<file path="config.mk">
export PLATFORM = sky130hd
export DESIGN_NAME = vme_xcvr_ctrl
export DESIGN_NICKNAME = d
export VERILOG_FILES = /design/src/rtl/vme_xcvr_ctrl.sv
export SDC_FILE = /design/constraint.sdc
export NUM_CORES = 1
export LEC_CHECK = 0
export CORE_MARGIN = 2
export CORE_UTILIZATION = 44
export DETAILED_ROUTE_END_ITERATION = 16
export GPL_TIMING_DRIVEN = 0
export PLACE_DENSITY = 0.74
export SYNTH_ARGS = -nofsm -noshare
export SYNTH_HDL_FRONTEND = slang
export SYNTH_HIERARCHICAL = 1
export SYNTH_SLANG_ARGS = --single-unit
</file>
<file path="constraint.sdc">
create_clock -name clk_i -period 1.65 [get_ports clk_i]
set_clock_uncertainty 0.2 [all_clocks]
set_input_delay 0.33 -clock clk_i [delete_from_list [all_inputs] [get_ports clk_i]]
set_output_delay 0.33 -clock clk_i [all_outputs]
set_load 0.02 [all_outputs]
</file>
<file path="src/rtl/vme_xcvr_ctrl.sv">
// VME transceiver control sequencer: break-before-make address/data buffer
// enables and a DTACK drive stage that rescinds high before releasing the line.

module vme_xcvr_chan #(
    parameter int g_TURN_CYCLES = 2
) (
    input  logic clk,
    input  logic rst_n,
    input  logic en,
    input  logic dir,
    output logic rdy,
    output logic bus_dir,
    output logic bus_oe_n
);

    localparam int GAP_W = $clog2(g_TURN_CYCLES + 1);
    localparam logic [GAP_W-1:0] GAP_MAX = GAP_W'(g_TURN_CYCLES);

    typedef enum logic {
        CH_OFF,
        CH_ON
    } ch_state_t;

    ch_state_t        state, state_nxt;
    logic [GAP_W-1:0] gap, gap_nxt;
    logic             dir_nxt, oe_n_nxt, rdy_nxt;

    always_ff @(posedge clk) begin
        if (!rst_n) begin
            state    <= CH_OFF;
            gap      <= '0;
            bus_dir  <= 1'b0;
            bus_oe_n <= 1'b1;
            rdy      <= 1'b0;
        end else begin
            state    <= state_nxt;
            gap      <= gap_nxt;
            bus_dir  <= dir_nxt;
            bus_oe_n <= oe_n_nxt;
            rdy      <= rdy_nxt;
        end
    end

    // The direction pin only moves while the buffer is off, and every change
    // restarts the dead-time count before the buffer may be re-enabled.
    always_comb begin
        state_nxt = state;
        gap_nxt   = gap;
        dir_nxt   = bus_dir;
        oe_n_nxt  = bus_oe_n;
        rdy_nxt   = rdy;
        case (state)
            CH_OFF: begin
                oe_n_nxt = 1'b1;
                rdy_nxt  = 1'b0;
                if (dir != bus_dir) begin
                    dir_nxt = dir;
                    gap_nxt = '0;
                end else if (en && (gap == GAP_MAX)) begin
                    state_nxt = CH_ON;
                    oe_n_nxt  = 1'b0;
                end else if (gap != GAP_MAX) begin
                    gap_nxt = gap + GAP_W'(1);
                end
            end
            CH_ON: begin
                if (!en || (dir != bus_dir)) begin
                    state_nxt = CH_OFF;
                    oe_n_nxt  = 1'b1;
                    rdy_nxt   = 1'b0;
                    gap_nxt   = '0;
                end else begin
                    oe_n_nxt = 1'b0;
                    rdy_nxt  = 1'b1;
                end
            end
            default: begin
                state_nxt = CH_OFF;
                oe_n_nxt  = 1'b1;
                rdy_nxt   = 1'b0;
                gap_nxt   = '0;
            end
        endcase
    end

endmodule

module vme_xcvr_ctrl #(
    parameter int g_TURN_CYCLES = 2
) (
    input  logic clk_i,
    input  logic rst_n_i,
    input  logic addr_en_i,
    input  logic addr_dir_i,
    output logic addr_rdy_o,
    output logic vme_addr_dir_o,
    output logic vme_addr_oe_n_o,
    input  logic data_en_i,
    input  logic data_dir_i,
    output logic data_rdy_o,
    output logic vme_data_dir_o,
    output logic vme_data_oe_n_o,
    input  logic dtack_req_i,
    output logic dtack_busy_o,
    output logic vme_dtack_oe_o,
    output logic vme_dtack_n_o
);

    localparam int CNT_W = $clog2(g_TURN_CYCLES + 1);
    localparam logic [CNT_W-1:0] RESC_MAX = CNT_W'(g_TURN_CYCLES);

    vme_xcvr_chan #(.g_TURN_CYCLES(g_TURN_CYCLES)) u_addr (
        .clk      (clk_i),
        .rst_n    (rst_n_i),
        .en       (addr_en_i),
        .dir      (addr_dir_i),
        .rdy      (addr_rdy_o),
        .bus_dir  (vme_addr_dir_o),
        .bus_oe_n (vme_addr_oe_n_o)
    );

    vme_xcvr_chan #(.g_TURN_CYCLES(g_TURN_CYCLES)) u_data (
        .clk      (clk_i),
        .rst_n    (rst_n_i),
        .en       (data_en_i),
        .dir      (data_dir_i),
        .rdy      (data_rdy_o),
        .bus_dir  (vme_data_dir_o),
        .bus_oe_n (vme_data_oe_n_o)
    );

    typedef enum logic [1:0] {
        D_IDLE,
        D_EN,
        D_LOW,
        D_RESC
    } dtack_state_t;

    dtack_state_t     dstate, dstate_nxt;
    logic [CNT_W-1:0] resc, resc_nxt;

    always_ff @(posedge clk_i) begin
        if (!rst_n_i) begin
            dstate         <= D_IDLE;
            resc           <= '0;
            vme_dtack_oe_o <= 1'b0;
            vme_dtack_n_o  <= 1'b1;
            dtack_busy_o   <= 1'b0;
        end else begin
            dstate         <= dstate_nxt;
            resc           <= resc_nxt;
            vme_dtack_oe_o <= (dstate_nxt != D_IDLE);
            vme_dtack_n_o  <= (dstate_nxt != D_LOW);
            dtack_busy_o   <= (dstate_nxt != D_IDLE);
        end
    end

    // A read must not be acknowledged before the data buffer is driving.
    always_comb begin
        dstate_nxt = dstate;
        resc_nxt   = resc;
        case (dstate)
            D_IDLE: begin
                if (dtack_req_i && (!data_en_i || data_rdy_o))
                    dstate_nxt = D_EN;
            end
            D_EN: begin
                if (dtack_req_i) begin
                    dstate_nxt = D_LOW;
                end else begin
                    dstate_nxt = D_RESC;
                    resc_nxt   = CNT_W'(1);
                end
            end
            D_LOW: begin
                if (!dtack_req_i) begin
                    dstate_nxt = D_RESC;
                    resc_nxt   = CNT_W'(1);
                end
            end
            D_RESC: begin
                if (resc == RESC_MAX)
                    dstate_nxt = D_IDLE;
                else
                    resc_nxt = resc + CNT_W'(1);
            end
            default: begin
                dstate_nxt = D_IDLE;
            end
        endcase
    end

endmodule

</file>
== Yosys cells after proc, flatten, opt, wreduce, memory -nomap -nowiden ==
Cells that the tools add are included.
Widths: inputs -> output; s select.

* Register bits: 18

* Add/sub/neg operators: 3
* Equality and inequality tests: 19
* Mux-type cells: 36
* Bitwise gates (word level): 2
* Reduce and logical (&&, ||, !) cells: 17

{| class="wikitable"
|+ Operators with widths
! operator !! number
|-
| $mux 2 || 13
|-
| $ne 2x2->1 const B || 7
|-
| $mux 1 || 13
|-
| $pmux 1 s2 || 6
|-
| $pmux 2 s2 || 3
|-
| $eq 2x2->1 const B || 5
|-
| $reduce_and 3->1 || 3
|-
| $pmux 2 s4 || 1
|-
| $add 2x1->2 const B || 3
|-
| $ne 3x1->1 const B || 2
|-
| $ne 3x3->1 const B || 2
|-
| $reduce_and 2->1 || 2
|-
| $reduce_bool 2->1 || 2
|-
| $logic_and 1x1->1 || 3
|-
| $logic_or 1x1->1 || 3
|-
| $eq 2x1->1 const B || 1
|-
| $logic_not 1->1 || 2
|-
| $logic_not 2->1 || 1
|-
| $ne 1x1->1 || 2
|-
| $not 1->1 || 2
|-
| $reduce_or 2->1 || 1
|}

== Logic depth before layout (Yosys ltp) ==
Gate-level depths: netlist of the first run.

* Depth after elaboration: 6
* Depth in mapped cells: 6

== Modules after synthesis ==
The synthesis of the first run kept the hierarchy.

{| class="wikitable"
|+ By module, submodules not included
! module !! instances !! cells each !! area each (um^2) !! seq. area each (um^2)
|-
| vme_xcvr_chan || 2 || 23 || 241.5 || 120.1
|-
| vme_xcvr_ctrl || 1 || 40 || 364.1 || 120.1
|}

== Least setup slack after synthesis of the first run ==
No wires, ideal clock.

* Path kind: reg-to-reg
* Start point: register dstate[0]
* End point: register vme_dtack_oe_o
* Arrival: 1.393 ns
* Slack: -0.066 ns
* Cell stages (with the launch flop): 6
* Clock period less this slack: 1.716 ns
* Cell sequence: dfxtp_1 -> inv_1 -> ha_1 -> or3_1 -> a221oi_2 -> o21bai_1

* Cells in the longest elaborated chain, start to end: 3
* Elaborated cells on any way between the ends: 9
* Those cells by class: 3 x eq/ne; 4 x mux; 2 x reduce/logical

{| class="wikitable"
|+ Ends and longest elaborated chain
! what !! RTL line !! RTL
|-
| start, declared || 139 || <nowiki>dtack_state_t dstate, dstate_nxt;</nowiki>
|-
| start signal, assigned || 150 || <nowiki>dstate <= dstate_nxt;</nowiki>
|-
| $eq 2x2->1, or another cell as far along || 162 || <nowiki>case (dstate)</nowiki>
|-
| $pmux 2 s4 * || 162 ||
|-
| $reduce_bool 2->1 * || 152 || <nowiki>vme_dtack_oe_o <= (dstate_nxt != D_IDLE);</nowiki>
|-
| end signal, assigned || 152 ||
|-
| end, declared || 105 || <nowiki>output logic vme_dtack_oe_o,</nowiki>
|}

Mark *: on every way between the ends. The rest lies on a longest branch, timed or not.
A chain may end at the register's enable or synchronous reset.

== Worst setup path after layout of the first run ==
* Start point: register dstate[1]
* End point: register vme_dtack_oe_o

Same word-level chain as after synthesis.

==> results by group, run 1 <==
STA
  • Fmax: 590 MHz
  • Fin worst setup slack: -0.0446 ns
  • Fin crit period: 1.69 ns
  • Worst slew pin tran: 0.347 ns
  • Worst hold slack: 0.237 ns
  • RSZ-0062 raised after global routing: true
  • Final setup fails: 1
  • Final Hold Fails: 0
  • Tcrit/Tclk final: 103%
  • Slew Limit Fails: 0
  • Max_slew headroom: 76.7%

Floorplanning
  • Initial cell density of the core: 48.0%
  • Die width: 47.9 um
  • I/O pins: 16
  • Chip Height: 47.9 um
  • Row cnt: 15
  • Core area: 1760 sq um
  • DIE AREA: 2290 sq um

Placed design
  • Gpl congestion: 0.792
  • Cells after DPL: 126
  • DPL Wire Length: 1.07 mm
  • Port Buffer Count: 15
  • Setup Slack @ Placement: -0.303 ns

Yosys
  • Post-synth EDFFs: 0
  • Cell taking the most area after synthesis: dfxtp_1
  • Post-synth top cells: dfxtp_1, nor2_1, inv_1
  • Avg Cell Area, Syn: 9.85 sq um
  • Synth top area share: 42.5%
  • Mux contribution to synthesized area: 5.91%
  • Top-count cell post-synth: dfxtp_1
  • Post-synthesis compound-gate area fraction: 11.5%
  • Mapped Area: 847 sq um
  • Async S/R FF share, synth: 0%
  • Synth Area in Simple Gates: 22.3%
  • Largest cells by area after synthesis: dfxtp_1, ha_1, nor2_1
  • Synth Area in Adders: 10.3%
  • Synth Area in XOR/XNOR: 2.07%
  • Largest family of logic cells by synthesized area: simple AND/OR/NAND/NOR gates
  • Synth Register Bits: 18
  • Syn_nets: 100
  • YS warnings: 6
  • Post-synthesis cell count: 86
  • Most used DFF post-synth: dfxtp_1
  • Sequential cell area fraction in the yosys report: 42.5%
  • Post-synth cell types: 27

Drt
  • Initial DRC Count: 2
  • First-pass DRT Iterations: 3
  • DRT Wirelength: 1.45 mm
  • Vias per cell: 4.87
  • Via count: 653
  • Drt wl/cell: 10.8 um
  • Post-route DRC violation count: 0
  • Final ANT Viol Nets: 0

Clock network
  • Hold_buf cts: 0
  • Clock sinks: 18
  • CTS tree: yes
  • Clock latency on the worst-skew pair: 0.29 ns
  • Max clock buf depth: 2
  • Reg clk slew, reported paths: 0.10 ns
  • H-tree depth: 1
  • Root Driver: clkbuf_4
  • CTS Buf Count: 3

Worst hold path
  • Min-delay worst type: input port to flip-flop
  • Hold depth: 3
  • WHS Endpoint: resc[0]
  • HP Start: rst_n_i

Cells and area
  • Share of layout cells above drive strength 1: 28.4%
  • FF+latch area: 368 sq um
  • Util after Layout: 65.5%
  • Area of the multi-input gates: 498 sq um
  • Layout fillers: 167
  • Layout Nets: 124
  • Growth of design area from synthesis to finish: 36.3%
  • Fin cells: 134
  • Ant. Diodes: 0

Worst setup path
  • Kind of critical path: flip-flop to flip-flop
  • Worst R2R Setup Slack: -0.04 ns
  • Req. time, crit path: 1.63 ns
  • Crit path arrival time: 1.67 ns
  • Crit path capture type: flip-flop
  • Worst-path fanout max: 4
  • Worst r2r src: dstate[1]
  • Critical R2R Capture: vme_dtack_oe_o
  • Setup crit start kind: flip-flop
  • R2r worst-path depth: 5

Pwr
  • Pwr/cell area: 1030 nW/um^2
  • Peak VDD IR: 0.000522 V
  • Final Power: 1.19 mW
  • Leak pwr: 0.492 nW

Job
  • Max_cap viols: 0

Global route
  • Number of global-route vias before repair: 589
  • Largest net degree at the start of global routing: 11
  • Global-route wire length before repair: 2.33 mm
  • Total grt overflow: 0
  • Total global-route track usage: 14.5%
  • Antenna violations before repair: 0

Outcome
  • Outcome: finished with violations
  • Failing checks: negative setup slack
==> how the worst max path moves through the flow <==
stage | start | end | cells past startpoint
after floorplan | dstate[0] | vme_dtack_oe_o | 5
after global placement | rst_n_i | vme_dtack_n_o | 5
after detailed placement | rst_n_i | vme_dtack_oe_o | 5
after CTS | dstate[1] | vme_dtack_oe_o | 5
after global routing | dstate[1] | vme_dtack_oe_o | 5
final | dstate[1] | vme_dtack_oe_o | 5
==> registers in the layout, summed over array words and instances (netlist names), 2 cells and up <==
name        cells
resc            2
u_data/gap      2
dstate          2
u_addr/gap      2
==> worst max-delay path, cell delays in order (launching register included) <==
cell and delay, ns:
dfxtp_4 0.41, inv_4 0.05, ha_4 0.17, or3_4 0.37, a221oi_4 0.27, o21bai_1 0.12
==> where the power goes <==
group	leakage (nW)	switching, mW	total, mW	internal [mW]
sequential	0.149	0.0403	0.524	0.483
clock	0.0210	0.131	0.266	0.134
combinational	0.323	0.196	0.397	0.201
total	0.492	0.368	1.19	0.818
==> routing by layer <==
metal  vias to the layer above  track usage [%]  routed length [um]
li1                        338                -                   -
met1                       302             16.5                 619
met2                        11             25.9                 763
met3                         2             3.02                  48
met4                         0             6.49                  18
met5                         -                0                   0
==> cell usage in the layout, fill, tap and decap left out, types with 3 or more instances in the layout <==
| master | instances |
|---|---|
| ha_1 | 3 |
| inv_1 | 8 |
| dfxtp_1 | 16 |
| nor3_1 | 3 |
| clkbuf_4 | 3 |
| nand2_1 | 6 |
| dlygate4sd2_1 | 9 |
| buf_4 | 5 |
| nor2_1 | 11 |
| ha_4 | 3 |
| clkdlybuf4s50_1 | 5 |
==> through the flow <==
stage | area (sq um) | setup TNS (ns)
floorplan | 863 | 0
global placement | 1040 | -0.850
detailed placement | 1040 | -0.898
CTS | 1140 | -0.0391
global route | 1150 | -0.227
finish | 1150 | -0.0446
==> timing repair <==
action / 4_1_cts / 5_1_grt
hold endpoints to repair: 0 / 0
endpoints found under the setup margin: 12 / 3
resized for setup: 20 / 1
pin swaps: 4 / 2
setup buffers: 3 / 1
==> layout make-up <==
class | count | area share (%)
multi-input combinational | 57 | 43.1
inverter | 10 | 3.68
tap | 25 | 2.71
buffer | 1 | 0.650
clock buffer | 4 | 3.14
timing repair buffer | 19 | 14.8
sequential | 18 | 31.9
==> kinds of logic after synthesis <==
group,count (synthesis)
and+or+nand+nor,33
DFF,18
AOI/OAI and AO/OA,11
buffers and inverters,11
adders and majority gates,7
muxes,4
xor gates and xnor gates,2
(Power assumes the default switching activity.)
==> run 2: changes to the inputs <==
==> constraint.sdc (replaced) <==
create_clock -name clk_i -period 1.65 [get_ports clk_i]
set_clock_uncertainty 0.2 [all_clocks]
set_input_delay 0.2475 -clock clk_i [delete_from_list [all_inputs] [get_ports clk_i]]
set_output_delay 0.2475 -clock clk_i [all_outputs]
set_load 0.02 [all_outputs]
==> run 2 against run 1 <==
Against the previous run:
- power barely moved
- sequential share of layout area barely moved
- hold slack improved by 0.065 ns
- wire length fell by 1.2%
- the run still ends with negative setup slack left
- via count fell by 0.31%
- die area did not move
- core utilization rose by 0.071 points
- sequential power barely moved
- clock power barely moved
==> results by group, run 2 (synthesized netlist as in run 1, its figures left out) <==
Global route
  • Largest net degree at the start of global routing: 11
  • Antenna violations before repair: 0
  • Number of global-route vias before repair: 589
  • Global-route wire length before repair: 2.33 mm
  • Total global-route track usage: 14.5%
  • Total grt overflow: 0

Floorplanning
  • DIE AREA: 2290 sq um
  • Chip Height: 47.9 um
  • I/O pins: 16
  • Core area: 1760 sq um
  • Initial cell density of the core: 48.0%
  • Row cnt: 15
  • Die width: 47.9 um

Cells and area
  • Util after Layout: 65.5%
  • Most frequent cells in the layout: dfxtp_1, nor2_1, inv_1, dlygate4sd2_1
  • Layout Nets: 124
  • Share of layout cells above drive strength 1: 28.4%
  • Ant. Diodes: 0
  • Growth of design area from synthesis to finish: 36.5%
  • Layout fillers: 170
  • Fin cells: 134
  • Commonest non-fill, non-tap cell in the layout: dfxtp_1

Clock network
  • Clock latency on the worst-skew pair: 0.29 ns
  • Clock sinks: 18
  • Reg clk slew, reported paths: 0.10 ns
  • H-tree depth: 1
  • Root Driver: clkbuf_4
  • Max clock buf depth: 2
  • CTS Buf Count: 3
  • CTS tree: yes

Worst hold path
  • Min-delay worst type: flip-flop to flip-flop
  • Hold depth: 2

Worst setup path
  • R2r worst-path depth: 5
  • Worst R2R Setup Slack: -0.04 ns
  • Slowest CP cell: dfxtp_4
  • Instance count on the critical path: 5
  • Kind of critical path: flip-flop to flip-flop
  • Largest stage delay, worst path: 0.39 ns
  • Setup crit start kind: flip-flop
  • Crit path capture type: flip-flop
  • Req. time, crit path: 1.63 ns
  • Worst path buffer plus inverter count: 0
  • CP Cell Sequence: ha_4 -> nor2b_4 -> or3_4 -> a221oi_4 -> o21bai_1
  • CP top delay family: simple AND/OR/NAND/NOR gates
  • Worst-path fanout max: 4
  • Crit path arrival time: 1.67 ns

Drt
  • Post-route DRC violation count: 0
  • Final ANT Viol Nets: 0
  • Initial DRC Count: 0
  • Via count: 651
  • DRT Wirelength: 1.43 mm
  • Drt wl/cell: 10.7 um
  • First-pass DRT Iterations: 1
  • Vias per cell: 4.86

STA
  • Fmax: 591 MHz
  • Final Hold Fails: 0
  • Worst hold slack: 0.302 ns
  • RSZ-0062 raised after global routing: true
  • Fin worst setup slack: -0.0429 ns
  • Worst slew pin tran: 0.347 ns
  • Final setup fails: 1
  • Slew Limit Fails: 0
  • Max_slew headroom: 76.7%
  • Tcrit/Tclk final: 103%
  • Fin crit period: 1.69 ns

Outcome
  • Failing checks: negative setup slack
  • Outcome: finished with violations

Pwr
  • Final Power: 1.19 mW
  • Leak pwr: 0.485 nW
  • Pwr/cell area: 1030 nW/um^2
  • Peak VDD IR: 0.000522 V

Placed design
  • Port Buffer Count: 15
  • DPL Wire Length: 1.07 mm
  • Setup Slack @ Placement: -0.221 ns
  • Gpl congestion: 0.792
  • Cells after DPL: 126

Job
  • Max_cap viols: 0
-- run 2: changes by cell type in the layout (fill, tap and decap cells not counted) --
cell | before | now
clkdlybuf4s50_1 | 5 | 6
dlygate4sd2_1 | 9 | 8
-- run 2: area by class of cell --
class / count / area, sq um / area share (%)
multi-input combinational: 57 / 498 / 43.1
sequential: 18 / 368 / 31.8
timing repair buffer: 19 / 173 / 14.9
inverter: 10 / 42.5 / 3.68
clock buffer: 4 / 36.3 / 3.14
tap: 25 / 31.3 / 2.71
buffer: 1 / 7.51 / 0.649
-- run 2: repair_timing --
action | CTS | global route
hold buffers | 0 | 0
resized for setup | 19 | 1
setup endpoints to repair | 11 | 4
pin swaps | 4 | 2
gates cloned | 0 | 0
buffers inserted | 3 | 1
-- run 2: routing by layer --
metal  part of all wire [%]  track usage [%]  vias up  wire length [um]
met5                      0                0        -                 0
met1                     42             16.5      297               603
met2                     52             25.9       11               744
met4                    1.6             6.49        0                23
li1                       -                -      339                 -
met3                    4.3             3.02        4                61
-- run 2: path summary, 6_finish.rpt --
path / from / endpoint
worst max-delay path: dstate[1] / vme_dtack_oe_o
worst max register to register: dstate[1] / vme_dtack_oe_o
worst min register to register: resc[0] / resc[0]
worst min-delay path: resc[0] / resc[0]
-- run 2: worst register-to-register path: stages (launching register included) --
cell and delay, ns:
dfxtp_4 0.39, ha_4 0.16, nor2b_4 0.12, or3_4 0.33, a221oi_4 0.27, o21bai_1 0.12
-- run 2: stage by stage --
step	setup TNS, ns	instance area, sq um
floorplan	0	863
global placement	-0.565	1040
detailed placement	-0.579	1040
CTS	-0.0391	1150
global route	-0.227	1160
finish	-0.0429	1160
-- run 2: where the power goes --
group | internal [mW] | switching, mW | total (mW)
Sequential | 0.483 | 0.0401 | 0.523
Clock | 0.134 | 0.132 | 0.266
Combinational | 0.201 | 0.195 | 0.397
Total | 0.819 | 0.367 | 1.19
